### src/rtl/soc_boot_loader.sv
// rtl/soc_boot_loader.sv - framed byte-stream loader that fills instruction ROM and releases core reset
//
// Optional feature macro: BOOT_LOADER_CHECKSUM_EN
//   defined   : frame ends with an 8-bit XOR checksum of all data bytes; mismatch -> ERR
//   undefined : no checksum byte; last data byte (or empty header) goes straight to RUN
//
// Frame: 4-byte LE word count N, then N LE 32-bit words, then optional checksum byte.
//
// Ports:
//   clk, rstn         clock, synchronous active-low reset
//   restart           single-cycle pulse: abort/finish and return to header collection
//   in_valid/in_data  byte stream in; in_ready out, transfer on in_valid & in_ready
//   rom_we            one-cycle write strobe per assembled word
//   rom_waddr         ROM word address (ADDR_WIDTH bits)
//   rom_wdata         assembled 32-bit word
//   core_rstn         active-low reset to the core; released 2 cycles after RUN entry
//   done              image loaded and accepted (sticky until restart/rstn)
//   error             load failed (sticky until restart/rstn)
module soc_boot_loader #(
  parameter int ADDR_WIDTH = 12
) (
  input  logic                  clk,
  input  logic                  rstn,
  input  logic                  restart,
  input  logic                  in_valid,
  input  logic [7:0]            in_data,
  output logic                  in_ready,
  output logic                  rom_we,
  output logic [ADDR_WIDTH-1:0] rom_waddr,
  output logic [31:0]           rom_wdata,
  output logic                  core_rstn,
  output logic                  done,
  output logic                  error
);

  typedef enum logic [2:0] {
    S_HDR  = 3'd0,
    S_DATA = 3'd1,
`ifdef BOOT_LOADER_CHECKSUM_EN
    S_CSUM = 3'd2,
`endif
    S_RUN  = 3'd3,
    S_ERR  = 3'd4
  } state_t;

  localparam logic [32:0] CAPACITY = 33'd1 << ADDR_WIDTH;

  state_t                state_q;
  state_t                state_d;
  logic                  ready_en;
  logic [1:0]            lane;
  logic [ADDR_WIDTH:0]   word_idx;
  logic [31:0]           count;
  logic [23:0]           word_buf;
`ifdef BOOT_LOADER_CHECKSUM_EN
  logic [7:0]            csum;
`endif

  logic                  xfer;
  logic [31:0]           n_full;
  logic                  hdr_last;
  logic                  word_last;
  logic                  final_word;

  // restart wins over a simultaneous byte; that byte is simply not consumed
  assign xfer       = in_valid & in_ready & ~restart;
  // full count as it will be once the 4th header byte lands
  assign n_full     = {in_data, count[23:0]};
  assign hdr_last   = xfer && (state_q == S_HDR)  && (lane == 2'd3);
  assign word_last  = xfer && (state_q == S_DATA) && (lane == 2'd3);
  assign final_word = ({{(31-ADDR_WIDTH){1'b0}}, word_idx} + 32'd1) == count;

  // state register
  always_ff @(posedge clk) begin
    if (!rstn) begin
      state_q <= S_HDR;
    end else begin
      state_q <= state_d;
    end
  end

  // next-state logic
  always_comb begin
    state_d = state_q;
    if (restart) begin
      state_d = S_HDR;
    end else begin
      case (state_q)
        S_HDR: begin
          if (hdr_last) begin
            if (n_full == 32'd0) begin
`ifdef BOOT_LOADER_CHECKSUM_EN
              state_d = S_CSUM;
`else
              state_d = S_RUN;
`endif
            end else if ({1'b0, n_full} > CAPACITY) begin
              state_d = S_ERR;
            end else begin
              state_d = S_DATA;
            end
          end
        end
        S_DATA: begin
          if (word_last && final_word) begin
`ifdef BOOT_LOADER_CHECKSUM_EN
            state_d = S_CSUM;
`else
            state_d = S_RUN;
`endif
          end
        end
`ifdef BOOT_LOADER_CHECKSUM_EN
        S_CSUM: begin
          if (xfer) begin
            state_d = (in_data == csum) ? S_RUN : S_ERR;
          end
        end
`endif
        default: state_d = state_q;
      endcase
    end
  end

  // output logic: in_ready depends only on registered state, so it behaves as a registered output.
  // ready_en holds it low for one cycle after reset release and after restart.
  always_comb begin
    in_ready = 1'b0;
    case (state_q)
      S_HDR, S_DATA: in_ready = ready_en;
`ifdef BOOT_LOADER_CHECKSUM_EN
      S_CSUM:        in_ready = ready_en;
`endif
      default:       in_ready = 1'b0;
    endcase
  end

  // datapath: counters, word assembly, ROM write port, status
  always_ff @(posedge clk) begin
    if (!rstn || restart) begin
      ready_en  <= 1'b0;
      lane      <= 2'd0;
      word_idx  <= '0;
      count     <= 32'd0;
      word_buf  <= 24'd0;
`ifdef BOOT_LOADER_CHECKSUM_EN
      csum      <= 8'd0;
`endif
      rom_we    <= 1'b0;
      rom_waddr <= '0;
      rom_wdata <= 32'd0;
      done      <= 1'b0;
      error     <= 1'b0;
      core_rstn <= 1'b0;
    end else begin
      ready_en <= 1'b1;
      rom_we   <= 1'b0;
      if (xfer) begin
        if (state_q == S_HDR) begin
          lane <= lane + 2'd1;
          count[{lane, 3'b000} +: 8] <= in_data;
        end else if (state_q == S_DATA) begin
          lane <= lane + 2'd1;
`ifdef BOOT_LOADER_CHECKSUM_EN
          csum <= csum ^ in_data;
`endif
          if (lane == 2'd3) begin
            rom_we    <= 1'b1;
            rom_waddr <= word_idx[ADDR_WIDTH-1:0];
            rom_wdata <= {in_data, word_buf};
            word_idx  <= word_idx + (ADDR_WIDTH+1)'(1);
          end else begin
            word_buf[{lane, 3'b000} +: 8] <= in_data;
          end
        end
      end
      done      <= done  | (state_q == S_RUN);
      error     <= error | (state_q == S_ERR);
      // one extra stage behind done so the last ROM write settles before the core fetches
      core_rstn <= done;
    end
  end

endmodule

### config.mk
export PLATFORM = sky130hd
export DESIGN_NAME = soc_boot_loader
export DESIGN_NICKNAME = d
export VERILOG_FILES = /design/src/rtl/soc_boot_loader.sv
export SDC_FILE = /design/constraint.sdc
export NUM_CORES = 1
export LEC_CHECK = 0
export BUFFER_PORTS_ARGS = -buffer_cell sky130_fd_sc_hd__buf_2
export CAP_MARGIN = 20
export CORE_AREA = 2 2 102 104
export DETAILED_ROUTE_END_ITERATION = 8
export DIE_AREA = 0 0 104 106
export PLACE_DENSITY_LB_ADDON = 0.25
export SLEW_MARGIN = 10
export SYNTH_ARGS = -nofsm -noshare
export SYNTH_HDL_FRONTEND = slang
export SYNTH_SLANG_ARGS = --single-unit
### constraint.sdc
create_clock -name clk -period 6.19 [get_ports clk]
set_input_delay 0.619 -clock clk [delete_from_list [all_inputs] [get_ports clk]]
set_output_delay 0.619 -clock clk [all_outputs]
set_load 0.005 [all_outputs]
* After elaboration in Yosys (flattened, before gate mapping) *
Index checks and enable logic that the tools add are counted.

operators by class
  add/sub/neg operators = 4
  $mul = 0
  divide/modulo/power cells = 0
  magnitude comparators = 1
  equal/unequal tests = 7
  shifts and indexed selects = 4
  muxes and demuxes = 12
  bitwise logic cells = 10
  reduce and logical (&&, ||, !) cells = 18

operators with widths
  kind                                                                               number
  32-bit bitwise mux                                                                 1
  14-bit by 32-bit == test with 1-bit output                                         1
  32-bit by 13-bit greater-than comparator with 1-bit output, second input constant  1
  32-bit zero test                                                                   1
  8-bit by 7-bit variable shift with 32-bit output, first input constant             1
  8-bit by 7-bit indexed part select with 32-bit output                              1
  24-bit bitwise mux                                                                 1
  8-bit by 7-bit variable shift with 24-bit output, first input constant             1
  8-bit by 7-bit indexed part select with 24-bit output                              1
  13-bit by 1-bit adder with 14-bit output, second input constant                    1
  13-bit by 1-bit adder with 13-bit output, second input constant                    1
  3-bit two-way mux                                                                  4
  4-bit AND reduction                                                                2
  5-bit negator with 7-bit output                                                    1
  1-bit inverter                                                                     6
  3-bit one-hot mux with 2 select lines                                              1
  1-bit logical AND                                                                  5
  2-bit two-way mux                                                                  2
  2-bit != test, second input constant                                               2
  2-bit AND reduction                                                                2
  2-bit OR reduction                                                                 2
  4-bit OR reduction                                                                 1
  3-bit by 1-bit == test with 1-bit output, second input constant                    1
  3-bit by 2-bit == test with 1-bit output, second input constant                    1
  other kinds (11)                                                                   15

word-level totals
  flip-flop bits (word level) = 123
  bits in latches = 0
  memory bits (writable) = 0
  memory bits (read-only) = 0
  bits of input ports = 12
  memories kept = 0

* Longest topological paths before layout *
Gate-level depths: netlist of the first run.

  word-level depth = 10
  mapped depth = 8
  mapped depth without buffers = 7

* Worst setup path after synthesis of the first run *
No wires, ideal clock.

  path kind = reg2reg
  start point = register word_idx[0]
  end point = register state_q[0]
  arrival time = 1.984 ns
  required time = 6.063 ns
  setup slack = 4.079 ns
  stages on the path, launching flop included = 8
  period minus slack after synthesis = 2.111 ns
  cells stage by stage = dfxtp_1 > ha_1 > nand3_1 > or3_1 > a31o_1 > nor4_2 > a21oi_1 > or3_1

between the ends
  word-level cells in the longest chain between the ends = 5

ends and longest elaborated chain
  what                                        line  text
  start, declared                             52    logic [ADDR_WIDTH:0] word_idx;
  start signal, assigned                      171   word_idx <= word_idx + (ADDR_WIDTH+1)'(1);
  13-bit by 1-bit adder with 14-bit output    71    assign final_word = ({{(31-ADDR_WIDTH){1'b0}}, word_idx} + 32'd1) == count;
  14-bit by 32-bit == test with 1-bit output  71
  1-bit logical AND                           105   if (word_last && final_word) begin
  2-bit != test (no source line)              -
  3-bit AND reduction (no source line)        -
  end signal, assigned                        78    state_q <= state_d;
  end, declared                               48    state_t state_q;

No other way between the ends.
A chain may end at the register's enable or synchronous reset.

* Worst setup path after layout of the first run *
  start point = register state_q[2]
  end point = register state_q[0]

between the ends
  word-level cells in the longest chain between the ends = 10

ends and longest elaborated chain
  what                                                                                line  text
  3-bit by 1-bit == test with 1-bit output / 3-bit zero test (equally long branches)  -
  2-bit OR reduction                                                                  129   case (state_q)
  1-bit two-way mux                                                                   129
  1-bit AND (2 in a row)                                                              66    assign xfer = in_valid & in_ready & ~restart;
  1-bit logical AND (2 in a row)                                                      70    assign word_last = xfer && (state_q == S_DATA) && (lane == 2'd3);
  1-bit logical AND                                                                   105
  2-bit != test (no source line)                                                      -
  3-bit AND reduction (no source line)                                                -

Parallel ways exist; a longest one is shown, timed or not.

==> results.sh, run 1 <==
export IMPL_fmax_mhz=312
export IMPL_slew_violations=0
export IMPL_port_buffers=60
export IMPL_wl_per_cell_microns=15.4
export IMPL_root_buffer="clkbuf_8"
export IMPL_ys_ff_latch=123
export IMPL_core_sq_um=10000
export IMPL_gp_congestion=0.864
export IMPL_dr_pass1_iters=7
export IMPL_antenna_left=0
export IMPL_cts_num_sinks=123
export IMPL_syn_inst=623
export IMPL_insertion_delay_ns=0.52
export IMPL_nets=686
export IMPL_vias=4464
export IMPL_antenna_cells=0
export IMPL_final_cell_mix="dfxtp_1 (123), nand2_1 (110), nor2_1 (71)"
export IMPL_synthSimpleGateAreaFrac=0.260
export IMPL_cts_max_level=4
export IMPL_initialDrtViolationCount=282
export IMPL_r2r_end="state_q[0]"
export IMPL_dpl_hpwl_mm=8.42
export IMPL_synth_fa_ha_area_frac=0.0164
export IMPL_final_cells=816
export IMPL_cts_path_max_buffers=2
export IMPL_synth_distinct_cells=51
export IMPL_cts_hold_buf=0
export IMPL_worstSetupPathDepth=6
export IMPL_setup_viol=0
export IMPL_r2r_slack_ns=2.99
export IMPL_critical_path_top_delay_family="simple AND/OR/NAND/NOR gates"
export IMPL_drive_above_1_share=0.151
export IMPL_dp_cells=784
export IMPL_drc=0
export IMPL_start_util=0.534
export IMPL_endpoint="state_q[0]"
export IMPL_tightestPinTransition_ns=1.02
export IMPL_cts_tree="built"
export IMPL_antenna_found_initial=0
export IMPL_syn_nets=642
export IMPL_area_growth_pct=17.8
export IMPL_clk_pin_slew_ns=0.06
export IMPL_avgSynthCellArea_sq_um=8.57
export IMPL_p_per_area_nw_per_um2=298
export IMPL_hold_path_class="input port to flip-flop"
export IMPL_synthArstFlopShare=0
export IMPL_ys_flop_type="dfxtp_1"
export IMPL_routed_wl_mm=12.5
export IMPL_drt_vias_per_instance=5.47
export IMPL_status="completed"
export IMPL_worst_path_max_delay_cell="and4b_2"
export IMPL_grt_max_degree=105
export IMPL_grtUsageTotal=0.228
export IMPL_post_cts_resized=0
export IMPL_overflow=0
export IMPL_use_met1=0.294
export IMPL_postLayoutCoreUtil=0.629
export IMPL_gr_max_usage_layer="met2"
export IMPL_cp_arrival_ns=3.60
export IMPL_use_met2=0.383
export IMPL_maxCapViolCount=0
export IMPL_fin_skew_ns=0.00989
export IMPL_min_period_ns=3.20
export IMPL_slowest_delay_ns=1.05
export IMPL_hold_violations=0
export IMPL_synth_edf_count=0
export IMPL_ff2ff_path_depth=6
export IMPL_crit_start="state_q[2]"
export IMPL_synth_top_family_by_area="simple AND/OR/NAND/NOR gates"
export IMPL_rows=37
export IMPL_synth_compound_area_frac=0.0895
export IMPL_synthesis_area_sq_um=5340
export IMPL_end_kind="flip-flop"
export IMPL_crit_type="flip-flop to flip-flop"
export IMPL_io_pins=61
export IMPL_path_cells="nor4bb_1 > and4b_2 > nand4_1 > nor4_2 > a21oi_1 > or3_1"
export IMPL_synth_mux_area_frac=0.0900
export IMPL_grt_pass1_vias=4086
export IMPL_tns_ns=0
export IMPL_dieWidth_microns=104
export IMPL_synthXorXnorAreaFrac=0.0443
export IMPL_start_kind="flip-flop"
export IMPL_cts_buffers=17
export IMPL_grt_pass1_wl_mm=20.1
export IMPL_rsz0062_at_grt="no"
export IMPL_reg2reg_from="state_q[2]"
export IMPL_die_h_microns=106
export IMPL_grtUsageMet3=0.0392
export IMPL_yosysWarningCount=0
export IMPL_postCtsSetupBuffers=0
export IMPL_critPathRequiredTime_ns=6.59
export IMPL_power_leakage_nw=2.48
export IMPL_critical_path_buf_inv_count=0
export IMPL_slew_headroom=0.318
export IMPL_peakVddDrop_mv=0.202
export IMPL_ys_seq_area_frac=0.461
export IMPL_die_area_sq_um=11000
export IMPL_final_common_cell="dfxtp_1"
export IMPL_post_route_period_util=0.517
export IMPL_hold_ws_ns=0.364
export IMPL_crit_fanout=54
[cells by family after synthesis]
logic type | after synthesis
mux | 48
simple gates | 287
flops | 123
compound gates | 84
fa+ha+maj | 7
xor+xnor | 27
buf+inv | 47
[routing by layer]
layer	routed length, microns	vias to the layer above
met1	5760	2122
met3	524	18
met5	0	-
li1	-	2208
met4	146	0
met2	6100	116
[synthesized netlist by cell type (3+ instances only)]
cell type,n,area share
nor2_1,71,0.050
or3_1,6,0.0070
o21ai_0,5,0.0047
xor2_1,9,0.015
and3_1,3,0.0035
nand3_1,18,0.017
nand2_1,110,0.077
and2_1,31,0.036
or4_1,6,0.0084
nor3b_1,3,0.0042
nand2b_1,3,0.0035
nor4_1,7,0.0082
a21oi_1,59,0.055
nand4_1,9,0.011
mux2i_1,48,0.090
and4_1,3,0.0049
dfxtp_1,123,0.46
clkbuf_1,22,0.015
nor3_1,6,0.0056
a31oi_1,3,0.0035
buf_4,3,0.0042
xnor2_1,18,0.030
ha_1,7,0.016
buf_2,9,0.0084
inv_1,10,0.0070
[power breakdown]
group	internal, mW	switching, mW
clock network	0.664	0.381
logic	0.0106	0.0285
registers	0.793	0.000980
[worst min path at each step]
stage               startpoint        end  depth (start not counted)
floorplan            count[30]  count[30]                          2
global placement     count[30]  count[30]                          2
detailed placement   count[31]  count[31]                          2
CTS                       rstn     rom_we                          2
global route              rstn     rom_we                          2
finish                    rstn     rom_we                          2
[flip-flops by register name, summed over array words and instances (netlist names)]
register,flops
rom_we,1
word_idx,13
core_rstn,1
done,1
rom_wdata,32
count,32
word_buf,24
error,1
ready_en,1
rom_waddr,12
state_q,3
lane,2
[layout make-up]
type / instances / area, sq um
clock buffers: 18 / 418
multi-input cells: 453 / 2680
inverters: 10 / 37.5
repair buffers: 62 / 315
fillers: 859 / 3710
well taps: 136 / 170
clock inverters: 14 / 206
flip-flops and latches: 123 / 2460
[metrics by stage]
stage | setup slack [ns] | area [sq um] | power (mW)
after detailed placement | 2.73 | 5670 | 0.849
final | 2.99 | 6290 | 1.88
after floorplan | 4.08 | 5340 | 0.833
after global placement | 2.86 | 5670 | 0.848
after CTS | 2.96 | 6290 | 1.88
after global routing | 2.72 | 6290 | 1.92
(Power assumes the default switching activity.)
==> run 2: changes to the inputs <==
==> constraint.sdc (replaced) <==
create_clock -name clk -period 3.1 [get_ports clk]
set_input_delay 0.31 -clock clk [delete_from_list [all_inputs] [get_ports clk]]
set_output_delay 0.31 -clock clk [all_outputs]
set_load 0.005 [all_outputs]
==> results.sh, run 2 (synthesis results as in run 1) <==
export IMPL_status="completed"
export IMPL_post_cts_resized=0
export IMPL_postCtsSetupBuffers=0
export IMPL_io_pins=61
export IMPL_core_sq_um=10000
export IMPL_cts_buffers=17
export IMPL_fin_skew_ns=0.0108
export IMPL_r2r_slack_ns=0.73
export IMPL_grt_pass1_vias=4196
export IMPL_wl_per_cell_microns=15.5
export IMPL_min_period_ns=2.37
export IMPL_critical_path_buf_inv_count=0
export IMPL_area_growth_pct=17.5
export IMPL_endpoint="state_q[0]"
export IMPL_die_h_microns=106
export IMPL_fmax_mhz=422
export IMPL_setup_viol=0
export IMPL_hold_violations=0
export IMPL_peakVddDrop_mv=0.322
export IMPL_cts_max_level=4
export IMPL_grtUsageTotal=0.237
export IMPL_start_util=0.534
export IMPL_final_cell_mix="dfxtp_1 (123), nand2_1 (110), nor2_1 (71)"
export IMPL_antenna_found_initial=0
export IMPL_start_kind="flip-flop"
export IMPL_clk_pin_slew_ns=0.06
export IMPL_antenna_left=0
export IMPL_critical_path_top_delay_family="simple AND/OR/NAND/NOR gates"
export IMPL_clkPwrFrac=0.537
export IMPL_vias=4503
export IMPL_dp_slack_ns=0.764
export IMPL_reg2reg_from="word_idx[0]"
export IMPL_ff2ff_path_depth=7
export IMPL_path_cells="ha_1 > nand3_1 > or3_1 > a31o_1 > nor4_2 > a21oi_1 > or3_1"
export IMPL_nets=690
export IMPL_tns_ns=0
export IMPL_grt_max_degree=54
export IMPL_post_route_period_util=0.764
export IMPL_dr_pass1_iters=5
export IMPL_p_per_area_nw_per_um2=573
export IMPL_cts_hold_buf=0
export IMPL_overflow=0
export IMPL_rsz0062_at_grt="no"
export IMPL_tightestPinTransition_ns=0.818
export IMPL_maxCapViolCount=0
export IMPL_initialDrtViolationCount=217
export IMPL_root_buffer="clkbuf_8"
export IMPL_crit_type="flip-flop to flip-flop"
export IMPL_die_area_sq_um=11000
export IMPL_p_int_mw=2.80
export IMPL_crit_fanout=7
export IMPL_swShare=0.221
export IMPL_drt_vias_per_instance=5.49
export IMPL_setup_ws_ns=0.731
export IMPL_slowest_delay_ns=0.48
export IMPL_r2r_end="state_q[0]"
export IMPL_crit_start="word_idx[0]"
export IMPL_cp_arrival_ns=2.75
export IMPL_drc=0
export IMPL_insertion_delay_ns=0.51
export IMPL_grt_pass1_wl_mm=20.9
export IMPL_port_buffers=60
export IMPL_slew_headroom=0.450
export IMPL_end_kind="flip-flop"
export IMPL_antenna_cells=0
export IMPL_power_leakage_nw=2.47
export IMPL_p_seq_frac=0.441
export IMPL_rows=37
export IMPL_slew_violations=0
export IMPL_cts_path_max_buffers=2
export IMPL_worst_path_max_delay_cell="dfxtp_1"
export IMPL_gp_congestion=0.878
export IMPL_crit_path_frequent_cell="or3_1"
export IMPL_drive_above_1_share=0.155
export IMPL_cts_num_sinks=123
export IMPL_worstSetupPathDepth=7
export IMPL_hold_path_class="input port to flip-flop"
export IMPL_final_common_cell="dfxtp_1"
export IMPL_routed_wl_mm=12.7
export IMPL_comb_power_share=0.022
export IMPL_dpl_hpwl_mm=8.65
export IMPL_cts_tree="built"
export IMPL_critPathRequiredTime_ns=3.49
export IMPL_p_switching_mw=0.794
export IMPL_dieWidth_microns=104
export IMPL_largestRegisters="count x32, rom_wdata x32, word_buf x24"
==> run 2: area by class of cell <==
class                      count  area [sq um]
clock buffer                  21           449
inverter                      10          37.5
tap                          136           170
timing repair buffer          66           345
multi-input combinational    453          2680
sequential                   123          2460
clock inverter                11           133
fill                         871          3720
==> run 2: worst min path at each step <==
stage | from | end | slack (ns) | cells past startpoint
3_5_place_dp | word_buf[7] | rom_wdata[7] | 0.45 | 2
3_3_place_gp | count[26] | count[26] | 0.44 | 2
4_1_cts | rstn | rom_we | 0.05 | 2
2_1_floorplan | count[30] | count[30] | 0.43 | 2
5_1_grt | rstn | rom_we | 0.05 | 2
6_report | rstn | rom_we | 0.06 | 2
==> run 2: metrics by stage <==
| stage | power [mW] | std cells | hold WS (ns) | util | area (sq um) |
|---|---|---|---|---|---|
| after floorplan | 1.66 | 623 | 0.426 | - | 5340 |
| after detailed placement | 1.70 | 788 | 0.445 | 0.570 | 5700 |
| after global routing | 3.70 | 820 | 0.0503 | 0.628 | 6280 |
| after CTS | 3.61 | 820 | 0.0471 | 0.628 | 6280 |
| after global placement | 1.70 | 788 | 0.436 | 0.570 | 5700 |
| final | 3.60 | 820 | 0.0580 | 0.628 | 6280 |
==> run 2: per-layer routing <==
layer,track usage,part of all wire,vias to the layer above
met5,0,0,-
met4,0.0898,0.016,0
met1,0.309,0.45,2120
met2,0.391,0.48,144
met3,0.0460,0.058,19
li1,-,-,2220
==> run 2: power groups by stage <==
| stage | registers (mW) | logic, mW | clock network [mW] |
|---|---|---|---|
| finish | 1.58 | 0.0808 | 1.93 |
| global route | 1.58 | 0.0874 | 2.03 |
| CTS | 1.58 | 0.0798 | 1.95 |
| detailed placement | 1.62 | 0.0790 | 0 |
| global placement | 1.62 | 0.0775 | 0 |
| floorplan | 1.62 | 0.0454 | 0 |
